[config.mk]
export PLATFORM = sky130hd
export DESIGN_NAME = dac_update_sequencer
export DESIGN_NICKNAME = d
export VERILOG_FILES = /design/src/rtl/dac_seq_pkg.sv /design/src/rtl/rr_pick8.sv /design/src/rtl/dac_update_sequencer.sv
export SDC_FILE = /design/constraint.sdc
export NUM_CORES = 1
export LEC_CHECK = 0
export CORE_MARGIN = 2
export CORE_UTILIZATION = 44
export CTS_CLUSTER_DIAMETER = 150
export CTS_CLUSTER_SIZE = 20
export DETAILED_ROUTE_END_ITERATION = 12
export MAX_ROUTING_LAYER = met4
export PLACE_DENSITY = 0.63
export SYNTH_ARGS = -nofsm -noshare
export SYNTH_HDL_FRONTEND = slang
export SYNTH_SLANG_ARGS = --single-unit
export TNS_END_PERCENT = 50
[constraint.sdc]
create_clock -name CLOCK_01M -period 5.06 [get_ports CLOCK_01M]
set_clock_uncertainty 0.2 [all_clocks]
set_input_delay 1.518 -clock CLOCK_01M [delete_from_list [all_inputs] [get_ports CLOCK_01M]]
set_output_delay 1.518 -clock CLOCK_01M [all_outputs]
set_load 0.02 [all_outputs]
[src/rtl/dac_seq_pkg.sv]
// Shared types and DAC_DATA word layout for the AD5675 update sequencer.
// The word is {addr[1:0], cmd[3:0], ch[3:0], data[15:0]} = 26 bits.
package dac_seq_pkg;

  typedef enum logic [1:0] {
    IDLE = 2'd0,
    ARM  = 2'd1,
    WAIT = 2'd2
  } state_t;

  localparam logic [3:0] CMD_WRUPD = 4'h3;
  localparam logic [3:0] CMD_NOP   = 4'h0;

  localparam int DD_W        = 26;
  localparam int DD_ADDR_LSB = 24;
  localparam int DD_CMD_LSB  = 20;
  localparam int DD_CH_LSB   = 16;
  localparam int DD_DATA_LSB = 0;

  function automatic logic [DD_W-1:0] make_word(
    input logic [1:0]  addr,
    input logic [3:0]  cmd,
    input logic [2:0]  ch,
    input logic [15:0] data
  );
    logic [DD_W-1:0] w;
    w = {DD_W{1'b0}};
    w[DD_ADDR_LSB +: 2]  = addr;
    w[DD_CMD_LSB  +: 4]  = cmd;
    w[DD_CH_LSB   +: 4]  = {1'b0, ch};
    w[DD_DATA_LSB +: 16] = data;
    return w;
  endfunction

endpackage

[src/rtl/rr_pick8.sv]
// Round-robin picker: first set request bit at or above ptr, wrapping 7->0.
module rr_pick8 (
  input  logic [7:0] req,
  input  logic [2:0] ptr,
  output logic       valid,
  output logic [2:0] index
);

  logic [2:0] cand_s;

  assign valid = |req;

  // Scan from the farthest offset down so the nearest hit is written last.
  always_comb begin
    index  = ptr;
    cand_s = ptr;
    for (int i = 7; i >= 0; i--) begin
      cand_s = ptr + i[2:0];
      index  = req[cand_s] ? cand_s : index;
    end
  end

endmodule

[src/rtl/dac_update_sequencer.sv]
// Setpoint bank plus dirty tracking that feeds one AD5675 write frame at a time
// to the I2C engine, holding DAC_DATA steady for the whole frame.
module dac_update_sequencer #(
  parameter logic [1:0] DEV_ADDR     = 2'b00,
  parameter logic [3:0] CMD_WRUPD    = 4'h3,
  parameter int         START_CYCLES = 2,
  parameter int         FRAME_CYCLES = 50
) (
  input  logic        CLOCK_01M,
  input  logic        reset,
  input  logic        wr_en,
  input  logic [2:0]  wr_ch,
  input  logic [15:0] wr_data,
  input  logic        refresh_all,
  output logic        start,
  output logic [25:0] DAC_DATA,
  output logic        busy,
  output logic        done,
  output logic [7:0]  pending
);
  import dac_seq_pkg::*;

  localparam int               CNT_W      = $clog2(START_CYCLES + FRAME_CYCLES + 1);
  localparam logic [CNT_W-1:0] CNT_ZERO   = {CNT_W{1'b0}};
  localparam logic [CNT_W-1:0] CNT_ONE    = CNT_W'(1);
  localparam logic [CNT_W-1:0] START_LAST = CNT_W'(START_CYCLES - 1);
  localparam logic [CNT_W-1:0] FRAME_LAST = CNT_W'(FRAME_CYCLES - 1);

  state_t           state_r, state_s;
  logic [CNT_W-1:0] cnt_r, cnt_s;
  logic             nop_r, nop_s;
  logic             launch_s;
  logic [7:0]       dirty_r, dirty_s, clr_mask_s, set_mask_s;
  logic [2:0]       ptr_r;
  logic [15:0]      setpt_r [8];
  logic             pick_valid_s;
  logic [2:0]       pick_idx_s;
  logic             start_r, busy_r, done_r;
  logic             start_s, busy_s, done_s;
  logic [25:0]      dac_data_r;

  rr_pick8 u_pick (
    .req   (dirty_r),
    .ptr   (ptr_r),
    .valid (pick_valid_s),
    .index (pick_idx_s)
  );

  // Next-state, frame counter and launch decision.
  always_comb begin
    state_s  = state_r;
    cnt_s    = cnt_r;
    nop_s    = nop_r;
    launch_s = 1'b0;
    case (state_r)
      IDLE: begin
        if (pick_valid_s) begin
          state_s  = ARM;
          cnt_s    = START_LAST;
          nop_s    = 1'b0;
          launch_s = 1'b1;
        end else begin
          state_s  = IDLE;
        end
      end
      ARM: begin
        if (cnt_r == CNT_ZERO) begin
          state_s = WAIT;
          cnt_s   = FRAME_LAST;
        end else begin
          cnt_s   = cnt_r - CNT_ONE;
        end
      end
      WAIT: begin
        if (cnt_r == CNT_ZERO) begin
          state_s = IDLE;
        end else begin
          cnt_s   = cnt_r - CNT_ONE;
        end
      end
      default: begin
        state_s = IDLE;
        cnt_s   = CNT_ZERO;
      end
    endcase
  end

  // A same-cycle write or refresh overrides the launch clear, so the channel is resent.
  always_comb begin
    clr_mask_s = launch_s ? (8'b0000_0001 << pick_idx_s) : 8'h00;
    set_mask_s = (refresh_all ? 8'hFF : 8'h00) | (wr_en ? (8'b0000_0001 << wr_ch) : 8'h00);
    dirty_s    = (dirty_r & ~clr_mask_s) | set_mask_s;
    start_s    = (state_s == ARM);
    busy_s     = (state_s != IDLE);
    done_s     = (state_s == WAIT) && (cnt_s == CNT_ZERO) && !nop_s;
  end

  // Control state and registered outputs; reset parks in a NOP-absorbing WAIT.
  always_ff @(posedge CLOCK_01M) begin
    if (reset) begin
      state_r    <= WAIT;
      cnt_r      <= FRAME_LAST;
      nop_r      <= 1'b1;
      dirty_r    <= 8'h00;
      ptr_r      <= 3'd0;
      start_r    <= 1'b0;
      busy_r     <= 1'b1;
      done_r     <= 1'b0;
      dac_data_r <= {DEV_ADDR, CMD_NOP, 20'h00000};
    end else begin
      state_r <= state_s;
      cnt_r   <= cnt_s;
      nop_r   <= nop_s;
      dirty_r <= dirty_s;
      start_r <= start_s;
      busy_r  <= busy_s;
      done_r  <= done_s;
      if (launch_s) begin
        dac_data_r <= make_word(DEV_ADDR, CMD_WRUPD, pick_idx_s, setpt_r[pick_idx_s]);
        ptr_r      <= pick_idx_s + 3'd1;
      end
    end
  end

  // Setpoint bank.
  always_ff @(posedge CLOCK_01M) begin
    if (reset) begin
      for (int i = 0; i < 8; i++) begin
        setpt_r[i] <= 16'h0000;
      end
    end else if (wr_en) begin
      setpt_r[wr_ch] <= wr_data;
    end
  end

  assign start    = start_r;
  assign DAC_DATA = dac_data_r;
  assign busy     = busy_r;
  assign done     = done_r;
  assign pending  = dirty_r;

endmodule

; Yosys cells after proc, flatten, opt, wreduce, memory -nomap -nowiden
; Memory sizes are Yosys's and may differ from the RTL's. A register that Yosys moved wholly into a read port is not among the register bits.
; Index checks and enable logic that the tools add are counted.
[totals]
romBits = 0
regBits = 43
input_bits = 23
memories = 1
latchBits = 0
output_inout_bits = 37
ram_bits = 128
[memory_table]
columns = memory, words, word_bits, rd, rd_clocked_by_memory_dff, write_ports, line
row1 = setpt_r, 8, 16, 1, 1, 8, dac_update_sequencer.sv:35  ; logic [15:0] setpt_r [8];
[classes]
n_mul = 0
n_lt_le_gt_ge = 8
n_reduce_logical = 9
bitwise = 4
muxes = 47
n_shift = 2
div_mod_pow = 0
addsub = 9
eq_ne = 4
[op_table]
columns = cell, n
row1 = $lt 3x4->1 const B, 8
row2 = $mux 3, 9
row3 = $bmux 1 s3, 8
row4 = $mux 8, 3
row5 = $mux 1, 19
row6 = $mux 6, 3
row7 = $pmux 6 s3, 1
row8 = $mux 16, 1
row9 = $or 8x8->8, 2
row10 = $reduce_or 16->1, 1
row11 = $shl 1x3->8 const A, 2
row12 = $add 3x3->3 const B, 4
row13 = $logic_not 6->1, 2
row14 = $and 8x8->8, 1
row15 = $not 8->8, 1
row16 = $reduce_or 8->1, 1
row17 = $add 3x1->3 const B, 2
row18 = $add 3x2->3 const B, 2
row19 = $pmux 2 s3, 1
row20 = $sub 6x1->6 const B, 1
row21 = $eq 2x1->1 const B, 2
row22 = $eq 2x2->1 const B, 2
row23 = $mux 2, 2
row24 = $logic_and 1x1->1, 2
row25 = 3 further kinds, 3

; Logic depth before layout (Yosys ltp)
; Gate-level depths: netlist of run 1.
[depth]
word_depth = 16
mapped_depth = 20
mapped_depth_nobuf = 15

; Modules after synthesis
; Synthesis of run 1 repeated with hierarchy kept, for this count alone.
[hier_totals]
hier_cells = 704
hier_area_um2 = 8634.5
[modules_own_cells]
columns = module, n_inst, area_each_um2, seq_area_each_um2, cells_per_inst
row1 = dac_update_sequencer, 1, 7687.4, 4704.5, 592
row2 = rr_pick8, 1, 947.2, 0.0, 112

; Worst setup path after synthesis of run 1
; OpenSTA, ideal clock, no wires.
[synth_timing]
path_kind = flip-flop to flip-flop
start = reg ptr_r[1]
end = reg dirty_r[3], in the netlist pending[3]
path_stages_with_launch = 21
required_time_ps = 4732
arrival_time_ps = 3559
setup_slack_ps = 1174
period_less_slack_ps = 3886
path_cell_list = dfxtp_1 > buf_6 > buf_2 > inv_1 > ha_1 > buf_2 > buf_2 > mux2i_1 > nand2_1 > o221ai_1 > o21ai_0 > or3_1 > a41oi_1 > o21a_1 > buf_2 > inv_1 > nor2_1 > ha_1 > nand2_1 > a211oi_1 > nor2_1
[synth_via]
elab_chain_len = 16
[synth_lines]
columns = element, line
row1 = "start, declared", dac_update_sequencer.sv:34  ; logic [2:0] ptr_r;
row2 = "start signal, assigned", dac_update_sequencer.sv:120  ; ptr_r <= pick_idx_s + 3'd1;
row3 = $add 3x3->3, rr_pick8.sv:18  ; cand_s = ptr + i[2:0];
row4 = $bmux 1 s3, rr_pick8.sv:19  ; index = req[cand_s] ? cand_s : index;
row5 = $mux 1 (not written as such), rr_pick8.sv:19
row6 = $mux 3 (7 in a row), rr_pick8.sv:19
row7 = $mux 3 (*), rr_pick8.sv:19
row8 = $shl 1x3->8 (*), dac_update_sequencer.sv:90  ; clr_mask_s = launch_s ? (8'b0000_0001 << pick_idx_s) : 8'h00;
row9 = $mux 8 (*), dac_update_sequencer.sv:90
row10 = $not 8->8 (*), dac_update_sequencer.sv:92  ; dirty_s = (dirty_r & ~clr_mask_s) | set_mask_s;
row11 = $and 8x8->8 (*), dac_update_sequencer.sv:92
row12 = $or 8x8->8 (*), dac_update_sequencer.sv:92
row13 = "end signal, assigned", dac_update_sequencer.sv:114  ; dirty_r <= dirty_s;
row14 = "end, declared", dac_update_sequencer.sv:33  ; logic [7:0] dirty_r, dirty_s, clr_mask_s, set_mask_s;
; Every way passes the cells marked *; elsewhere a longest branch is shown, timed or not. The select of a mux whose other input is x is not followed.
; A chain may end at the register's enable or synchronous reset.

; Worst setup path in the final report of run 1
; Same ends and word-level chain as after synthesis.

==> results list, run 1 <==
- The clock tree synthesis step divided the H-tree into 4 levels.
* Cell at the root of the clock tree: clkbuf_16
- The worst setup path is launched from a register.
- The min-delay analysis places its worst path in the category reg2reg.
- Max-Cap Viols: 0
- Core region area: 0.0201 mm²
- Flop and latch count out of synthesis: about 170
* Arrival time at the worst endpoint: 4.41 ns
* Vias per inst: 5.57
- The die covers 0.0215 mm².
- Required time at the endpoint of the critical path: between 5 and 6 ns
- Post-placement setup slack: 0.819 ns
- Post-detailed-placement half-perimeter wirelength: about 13000 µm
- On the final layout, the worst hold slack is 0.277 ns.
* Min Clock Period, post-route: 4.32 ns
- Die outline height: 147 µm
- Critical R2R Launch: ptr_r[1]$_SDFFE_PP0P_
- Number of antenna violations at the first check in global routing: 0
- In this run the most critical hold path is launched from nop_r$_SDFF_PP1_.
* Maximum number of pins on one net before global-route repair: 47
- Slowest stage cell, crit path: ha_1
- After synthesis, the share of flip-flops with an asynchronous set or reset is 0%.
- Cell types with the largest area share after synthesis: edfxtp_1 43%, dfxtp_1 9.6%, and2_1 9.1%, mux2i_1 8.6%, mux2_2 3.3%
- Sum of negative setup slack: 0 ns
- The clock drives 171 sinks.
- Area Overhead vs Synth: 14.1%
* Depth of the worst register-to-register path: 15
* Total global-route track usage: 20.8%
- Antenna Cells: 0
- Summing internal, switching and leakage power gives 3.43 mW.
* Most frequent cell after synthesis: and2_1
* Worst flop-to-flop path endpoint: pending[3]$_SDFF_PP0_
- Area share of the leading cell type in the synthesized netlist: 43.0%
- For this run, the detailed router's first-pass iteration total came to 5.
- Number of global-route vias before repair: 5996
- Headroom to the max-slew limit came out at a little under two fifths.
- Wire length of the first global-routing pass: 33100 µm
* Clock tree from TritonCTS: yes
- During placement, the flow inserted port buffers numbering 54.
- Share of cells above drive strength 1: ~15%
- Setup repair after global routing left no endpoint under its margin.
- Cts bufs inserted: 17
- VDD sags by at most 0.000244 V.
- Static timing analysis puts the maximum clock frequency at 231 MHz.
- Initial Util: between 40% and 50%
* Routability congestion estimate from global placement: 0.888
- Post-route antenna net violation count: 0
- Cts-stage hold buffer count: 0
* Cell Rows: between 50 and 60
* DRC marker count from the first detailed-route iteration: 404
- Final routed wire length divided by cell count: 20.0 µm
- In this run the deepest clock path goes through 2 buffers.
- Of all nets on the critical path, the largest fanout is 18.
* Type of destination of the critical path: register
- Unique cell type count in the Yosys netlist: 65
* Flop2flop setup slack: ~0.74 ns
- From left edge to right edge, the die measures 147 µm.
- Leakage power: 3.89 nW
* YS warnings: 0
- Number of setup buffers added after CTS: 0
* Post-Synthesis Cell Area: just under 0.009 mm²
* Number of pins with negative max-slew slack in the final report: 0
- Congestion Overflow GR: 0
- Total of endpoints with negative setup slack in the final report: 0
- Detailed-route via count: 5875
- For this design the top-level I/O count stands at 60.
- Status: finished clean
- Total detailed-routing wirelength: 21100 µm
* Clock input transition at the sequential cells of the worst setup and hold paths: 0.06 ns
- After synthesis, flip-flops and latches occupy 52.6% of the total area.
* Worst Tran Pin Value: 0.944 ns
* Hold Path Cell Cnt: 2
- The number of hold violations in the final report was 0.
- The biggest area contributor in the post-synthesis netlist is edfxtp_1.
- In this run, synthesis inferred roughly 130 flip-flops with an integrated enable.
- Final Worst Setup Slack: 0.740 ns
- The final critical path takes up approximately 85% of the cycle.
* Delay contributed by the slowest stage of the critical path: ~0.67 ns
- The number of gates resized after CTS was 0.
- The signal on the critical path passes through inv_1 -> ha_1 -> mux4_2 -> mux2i_1 -> and4bb_1 -> or3_1 -> a41oi_1 -> o21a_2 -> buf_4 -> inv_1 -> nor2_1 -> ha_1 -> nand2_1 -> a211oi_1 -> nor2_1.
- Dividing total power by cell area gives a power density of 336 mW/mm².
- The final layout contains roughly 800 nets.
- For this run, design rule violations remaining after detail routing come to 0.
- A synthesized cell averages 12.3 µm².
- In the synthesized netlist the dominant register cell turns out to be edfxtp_1.
- Hold Crit Endpoint: nop_r$_SDFF_PP1_
- The clock reaches the later pin of the worst-skew pair after ~0.43 ns.
- After technology mapping, the gate count stands at 728.
- Post-synth top cells: 130 x and2_1, 128 x edfxtp_1, 77 x mux2i_1
- Type of the worst setup path: reg2reg
-- worst max-delay path by stage --
| stage | startpoint | end | slack, ns | cells past startpoint |
|---|---|---|---|---|
| after floorplan | ptr_r[1]$_SDFFE_PP0P_ | pending[3]$_SDFF_PP0_ | 1.17 | 20 |
| after global placement | ptr_r[1]$_SDFFE_PP0P_ | pending[7]$_SDFF_PP0_ | 0.97 | 15 |
| after detailed placement | ptr_r[1]$_SDFFE_PP0P_ | pending[3]$_SDFF_PP0_ | 0.82 | 15 |
| after CTS | ptr_r[1]$_SDFFE_PP0P_ | pending[3]$_SDFF_PP0_ | 0.81 | 15 |
| after global routing | ptr_r[0]$_SDFFE_PP0P_ | pending[3]$_SDFF_PP0_ | 0.46 | 15 |
| final | ptr_r[1]$_SDFFE_PP0P_ | pending[3]$_SDFF_PP0_ | 0.74 | 15 |
-- metal layers --
layer | wire length, µm | GRT usage [%] | up-vias | part of all wire (%)
met5 | 0 | - | - | 0
met4 | 463 | 6.46 | 0 | 2.2
met3 | 965 | 3.88 | 31 | 4.6
met2 | 10500 | 34.5 | 179 | 50
met1 | 9210 | 25.8 | 2915 | 44
li1 | - | - | 2750 | -
-- critical path: cells and delay by family, from the launching register on --
kind	cells	cell delay (ns)
AND/OR/NAND/NOR	5	0.89
adder cells (fa/ha/maj)	2	0.84
multiplexers	2	0.79
AO/OA/AOI/OAI	3	0.65
buffers and inverters	3	0.48
flip-flops	1	0.32
-- through the flow --
stage / cells / instance area (µm²) / utilization [%]
floorplan: 732 / 8960 / -
global route: 1055 / 10200 / 50.8
CTS: 1055 / 10200 / 50.8
finish: 1055 / 10200 / 50.8
global placement: 1023 / 9630 / 47.9
detailed placement: 1023 / 9630 / 47.9
-- registers in the layout, summed over array words and instances (netlist names) --
register,cells
setpt_r,128
DAC_DATA,20
pending,8
cnt_r,6
ptr_r,3
state_r,2
busy,1
done,1
nop_r,1
start,1
-- cell families (layout without fill, tap and decap cells) --
family / Yosys count / in the layout / share of synthesized area (%)
other cells: 1 / 5 / 0.0419
mux: 121 / 121 / 15.4
simple gates: 248 / 248 / 15.7
compound gates: 104 / 104 / 9.57
fa+ha+maj: 7 / 7 / 0.979
buf+inv: 67 / 120 / 4.81
xor+xnor: 9 / 9 / 0.881
flops: 171 / 171 / 52.6
-- area by class of cell --
type / instances / area [µm²]
Clock buffer: 21 / 450
Clock inverter: 11 / 121
Fill cell: 1689 / 9900
Inverter: 14 / 52.6
Multi-Input combinational cell: 494 / 3840
Sequential cell: 171 / 4700
Tap cell: 270 / 338
Timing Repair Buffer: 74 / 698
-- placed cells by master (no fill, tap or decap), types with 3 or more instances in the layout --
master	instances
a211oi_1	9
xor2_1	6
and2_1	130
buf_4	19
ha_1	7
or3_1	4
clkinvlp_4	3
xnor2_1	3
a221oi_2	16
mux2_1	7
nor2_1	35
o211ai_1	3
inv_1	14
mux4_2	10
mux2_2	26
clkbuf_1	3
a22oi_1	4
mux2i_1	77
nor2b_1	3
or2_2	7
a21oi_1	22
nand2b_1	10
o21ai_0	6
nor3_1	12
clkbuf_16	17
clkdlybuf4s50_1	53
edfxtp_1	128
dfxtp_1	43
conb_1	5
nand3_1	9
nand2_1	21
o21bai_1	16
-- power breakdown --
part	total [mW]	switching, mW	internal, mW	leakage [nW]
Sequential	1.63	0.0448	1.59	1.59
Clock	1.27	0.528	0.740	0.269
Combinational	0.523	0.288	0.235	2.03
Total	3.43	0.861	2.56	3.89
(Power assumes the default switching activity.)
==> run 2, diff against run 1 <==
ABC_AREA = 1   (was not set)
PLACE_DENSITY = 0.64   (was 0.63)
==> results list, run 2 <==
- Cell at the root of the clock tree: clkbuf_16
- Number of flip-flops under the largest register name: 128 (unchanged)
* Skew-Pair Late Insertion Delay: 0.43 ns (about the same)
- The via count of the first global-routing pass came to 6754 (+13%).
- The wire length per cell came to 16.5 µm (-18%).
- Normalized max-slew margin: 42.8% (+5.7 points)
* Worst IR drop on VDD: 0.000270 V (+11%)
- Min Clock Period, post-route: 4.05 ns (-0.270 ns)
- The max-slew violation count is 0 (unchanged).
- Area share of the leading cell type in the synthesized netlist: 45.3% (+2.3 points)
- The number of distinct library cells after synthesis was 32 (-51%).
* Final Non-Filler Cells: 1351 (+28%)
* Congestion Overflow GR: 0 (unchanged)
- The flow ran to the end, and the final reports show no timing, DRC or antenna violations.
- Post-Synthesis Cell Area: 0.00849 mm² (-5.1%)
- YS warnings: 0 (unchanged)
* Worst min path class: reg2reg
- The post-CTS repair timing setup buffer count came to 0 (unchanged).
* Number of nets in the finished design: 1108 (+38%)
- The area inside the core boundary is 0.0188 mm² (-6.3%).
- The iteration-0 DRC count of the detailed router is 598 (+48%).
- Most used cells in the layout excluding fill and tap cells: 374 x nand2_1, 162 x nor2_1, 128 x edfxtp_1
* Cell types with the largest area share after synthesis: edfxtp_1 45%, nand2_1 17%, dfxtp_1 10%, nor2_1 7.2%, nand3_1 7.1%
- The first-pass detailed-route iteration total was 5 (unchanged).
- Cell Rows: 50 (-3.8%)
* Post-detailed-placement half-perimeter wirelength: 14800 µm (+12%)
- The number of max-cap violations was 0 (unchanged).
- The post-CTS resize count came to 0 (unchanged).
- Setup repair after global routing left no endpoint under its margin.
- Hold Path Cell Cnt: 2 (unchanged)
* Cts bufs inserted: 17 (unchanged)
- setpt_r holds more flip-flops than any other register.
* Flop2flop setup slack: 1.01 ns (+0.27 ns)
- The number of storage elements in the synthesis netlist is 171 (unchanged).
- Die Width: 143 µm (-2.5%)
- Fraction of registers with async set/reset: 0% (unchanged)
- Endpoints failing hold: 0 (unchanged)
- DRC violation count after routing: 0 (unchanged)
- The worst hold path terminates at nop_r$_SDFF_PP1_.
- The total power per unit cell area came to 385 mW/mm² (+15%).
- The area of all sequential standard cells was 0.00470 mm² (unchanged).
- The pin count of the biggest net entering global routing came to 50 (+6.4%).
- The maximum net fanout on the critical path was 30 (+12).
* Share of cells above drive strength 1: 6.14% (-8.6 points)
- Most frequently used flop master after synthesis: edfxtp_1
- The startpoint identified for the worst register-to-register timing path is ptr_r[1]$_SDFFE_PP0P_.
- Post-route clock period utilization: 80.0% (-5.3 points)
- The number of nets with antenna violations after routing is 0 (unchanged).
- Leaving out fill and tap cells, the most frequent cell in the layout is nand2_1.
- Total detailed-routing wirelength: 22200 µm (+5.4%)
- The setup TNS after final layout was 0 ns (unchanged).
- The total instance count after detailed placement is 1319 (+29%).
- TritonCTS built the clock tree.
- Number of antenna violations at the first check in global routing: 0 (unchanged)
- The mean area per synthesized cell is 8.17 µm² (-33%).
- CTS H-Tree Depth: 4 (unchanged)
- The total of buffers placed on input and output ports is 54 (unchanged).
- The part of the Yosys area used for sequential elements came to 55.4% (+2.8 points).
- CTS sink cnt: 171 (unchanged)
- Total of endpoints with negative setup slack in the final report: 0 (unchanged)
* Post-synth top cells: 374 x nand2_1, 162 x nor2_1, 128 x edfxtp_1
- The largest total area in the synthesized netlist belongs to edfxtp_1.
* Maximum achievable frequency: 247 MHz (+6.7%)
- The power after layout is 3.74 mW (+9.2%).
- Worst Tran Pin Value: 0.856 ns (-0.0882 ns)
* Initial Util: 45.1% (+0.59 points)
- Arrival time at the worst endpoint: 4.14 ns (-0.27 ns)
* Synth Instances: 1039 (+43%)
* Cts-stage hold buffer count: 0 (unchanged)
- The data required time at the worst endpoint is 5.15 ns (about the same).
* Worst flop-to-flop path endpoint: ptr_r[2]$_SDFFE_PP0P_
- Utilization after layout: 51.6% (+0.80 points)
- The number of flops mapped to enable cells by yosys came to 128 (unchanged).
* Maximum number of buffers from clock root to sink: 2 (unchanged)
- The count of antenna diodes in the layout is 0 (unchanged).
- Clock input transition at the sequential cells of the worst setup and hold paths: 0.07 ns (about the same)
- Fill cells: 1788 (+5.9%)
- The total global routing track utilization is 23.4% (+2.7 points).
- Wire length of the first global-routing pass: 35500 µm (+7.2%)
- The reported leakage power is 4.38 nW (+13%).
- Hold Startpoint: nop_r$_SDFF_PP1_
- The die footprint was 0.0204 mm² (-5.0%).
* Detailed-route via count: 6947 (+18%)
- The number of top-level pins was 60 (unchanged).
- Routability congestion estimate from global placement: 0.841 (-5.4%)
- Element type at the critical path start: register
- Depth of the worst register-to-register path: 20 (+5)
- The area growth from synthesis to layout is 14.4%.
- Most frequent cell after synthesis: nand2_1
* Die outline height: 143 µm (-2.5%)
- Type of the worst setup path: reg2reg
- Type of destination of the critical path: register
- Multi-input combinational cell area: 0.00314 mm² (-18%)
- Vias per inst: 5.14 (-7.7%)
==> run 2: changes by cell type in the layout (fill, tap and decap cells not counted), sizes merged, moves of 11 or more <==
| cell | change |
|---|---|
| nand2 | +358 |
| o21ai | +11 |
| nand3 | +113 |
| mux2 | -33 |
| a221oi | -18 |
| and2 | -130 |
| o21bai | -16 |
| nor2 | +125 |
| mux2i | -78 |
| inv | +67 |
==> run 2: metal layers <==
layer | share of wire [%] | GRT usage (%) | wire, µm
met3 | 4.8 | 3.55 | 1070
met5 | 0 | - | 0
met4 | 1.6 | 6.51 | 354
met2 | 49 | 37.7 | 10900
met1 | 45 | 31.0 | 9900
==> run 2: kinds of logic after synthesis <==
logic type | synth area share [%]
simple gates | 32.2
compound gates | 2.99
xor+xnor | 0.516
fa+ha+maj | 1.03
flops | 55.4
buf+inv | 7.78
other cells | 0.0442
==> run 2: critical path, cell delays in order (launching register included) <==
cell,delay (ns)
dfxtp_1,0.66
inv_2,0.15
ha_1,0.47
inv_1,0.15
nand3_1,0.14
nand3_1,0.12
nand2_1,0.13
inv_1,0.05
nand2_1,0.06
nand2_1,0.05
nand2_1,0.05
nand2_1,0.06
nand2_2,0.07
nand3_2,0.32
nand2_2,0.20
buf_4,0.34
inv_2,0.09
nor2_1,0.16
ha_1,0.25
o21ai_0,0.16
a21oi_1,0.06
==> run 2: final cells by class <==
cell class / instances / area share (%)
Tap cell: 260 / 3.35
Timing Repair Buffer: 73 / 7.04
Inverter: 79 / 3.05
Clock buffer: 21 / 4.64
Multi-Input combinational cell: 736 / 32.3
Clock inverter: 11 / 1.12
Sequential cell: 171 / 48.5
==> run 2: through the flow <==
stage,hold slack (ns),setup WS [ns],cell area (µm²)
detailed placement,0.241,1.01,9150
finish,0.262,1.01,9710
global placement,0.236,0.978,9150
global route,0.289,0.520,9710
CTS,0.259,1.01,9710
floorplan,0.216,1.60,8510
==> run 2: where the power goes <==
part / internal (mW) / switching (mW)
logic: 0.265 / 0.590
registers: 1.59 / 0.0405
clock network: 0.698 / 0.555
total: 2.56 / 1.18
==> run 2: worst max-delay path by stage <==
stage / from / slack (ns) / end
2_1_floorplan: reset / 1.60 / setpt_r[1][0]$_SDFFCE_PN0P_
3_3_place_gp: reset / 0.98 / setpt_r[1][12]$_SDFFCE_PN0P_
3_5_place_dp: reset / 1.01 / setpt_r[1][11]$_SDFFCE_PN0P_
4_1_cts: ptr_r[1]$_SDFFE_PP0P_ / 1.01 / ptr_r[2]$_SDFFE_PP0P_
5_1_grt: ptr_r[1]$_SDFFE_PP0P_ / 0.52 / ptr_r[2]$_SDFFE_PP0P_
6_report: ptr_r[1]$_SDFFE_PP0P_ / 1.01 / ptr_r[2]$_SDFFE_PP0P_
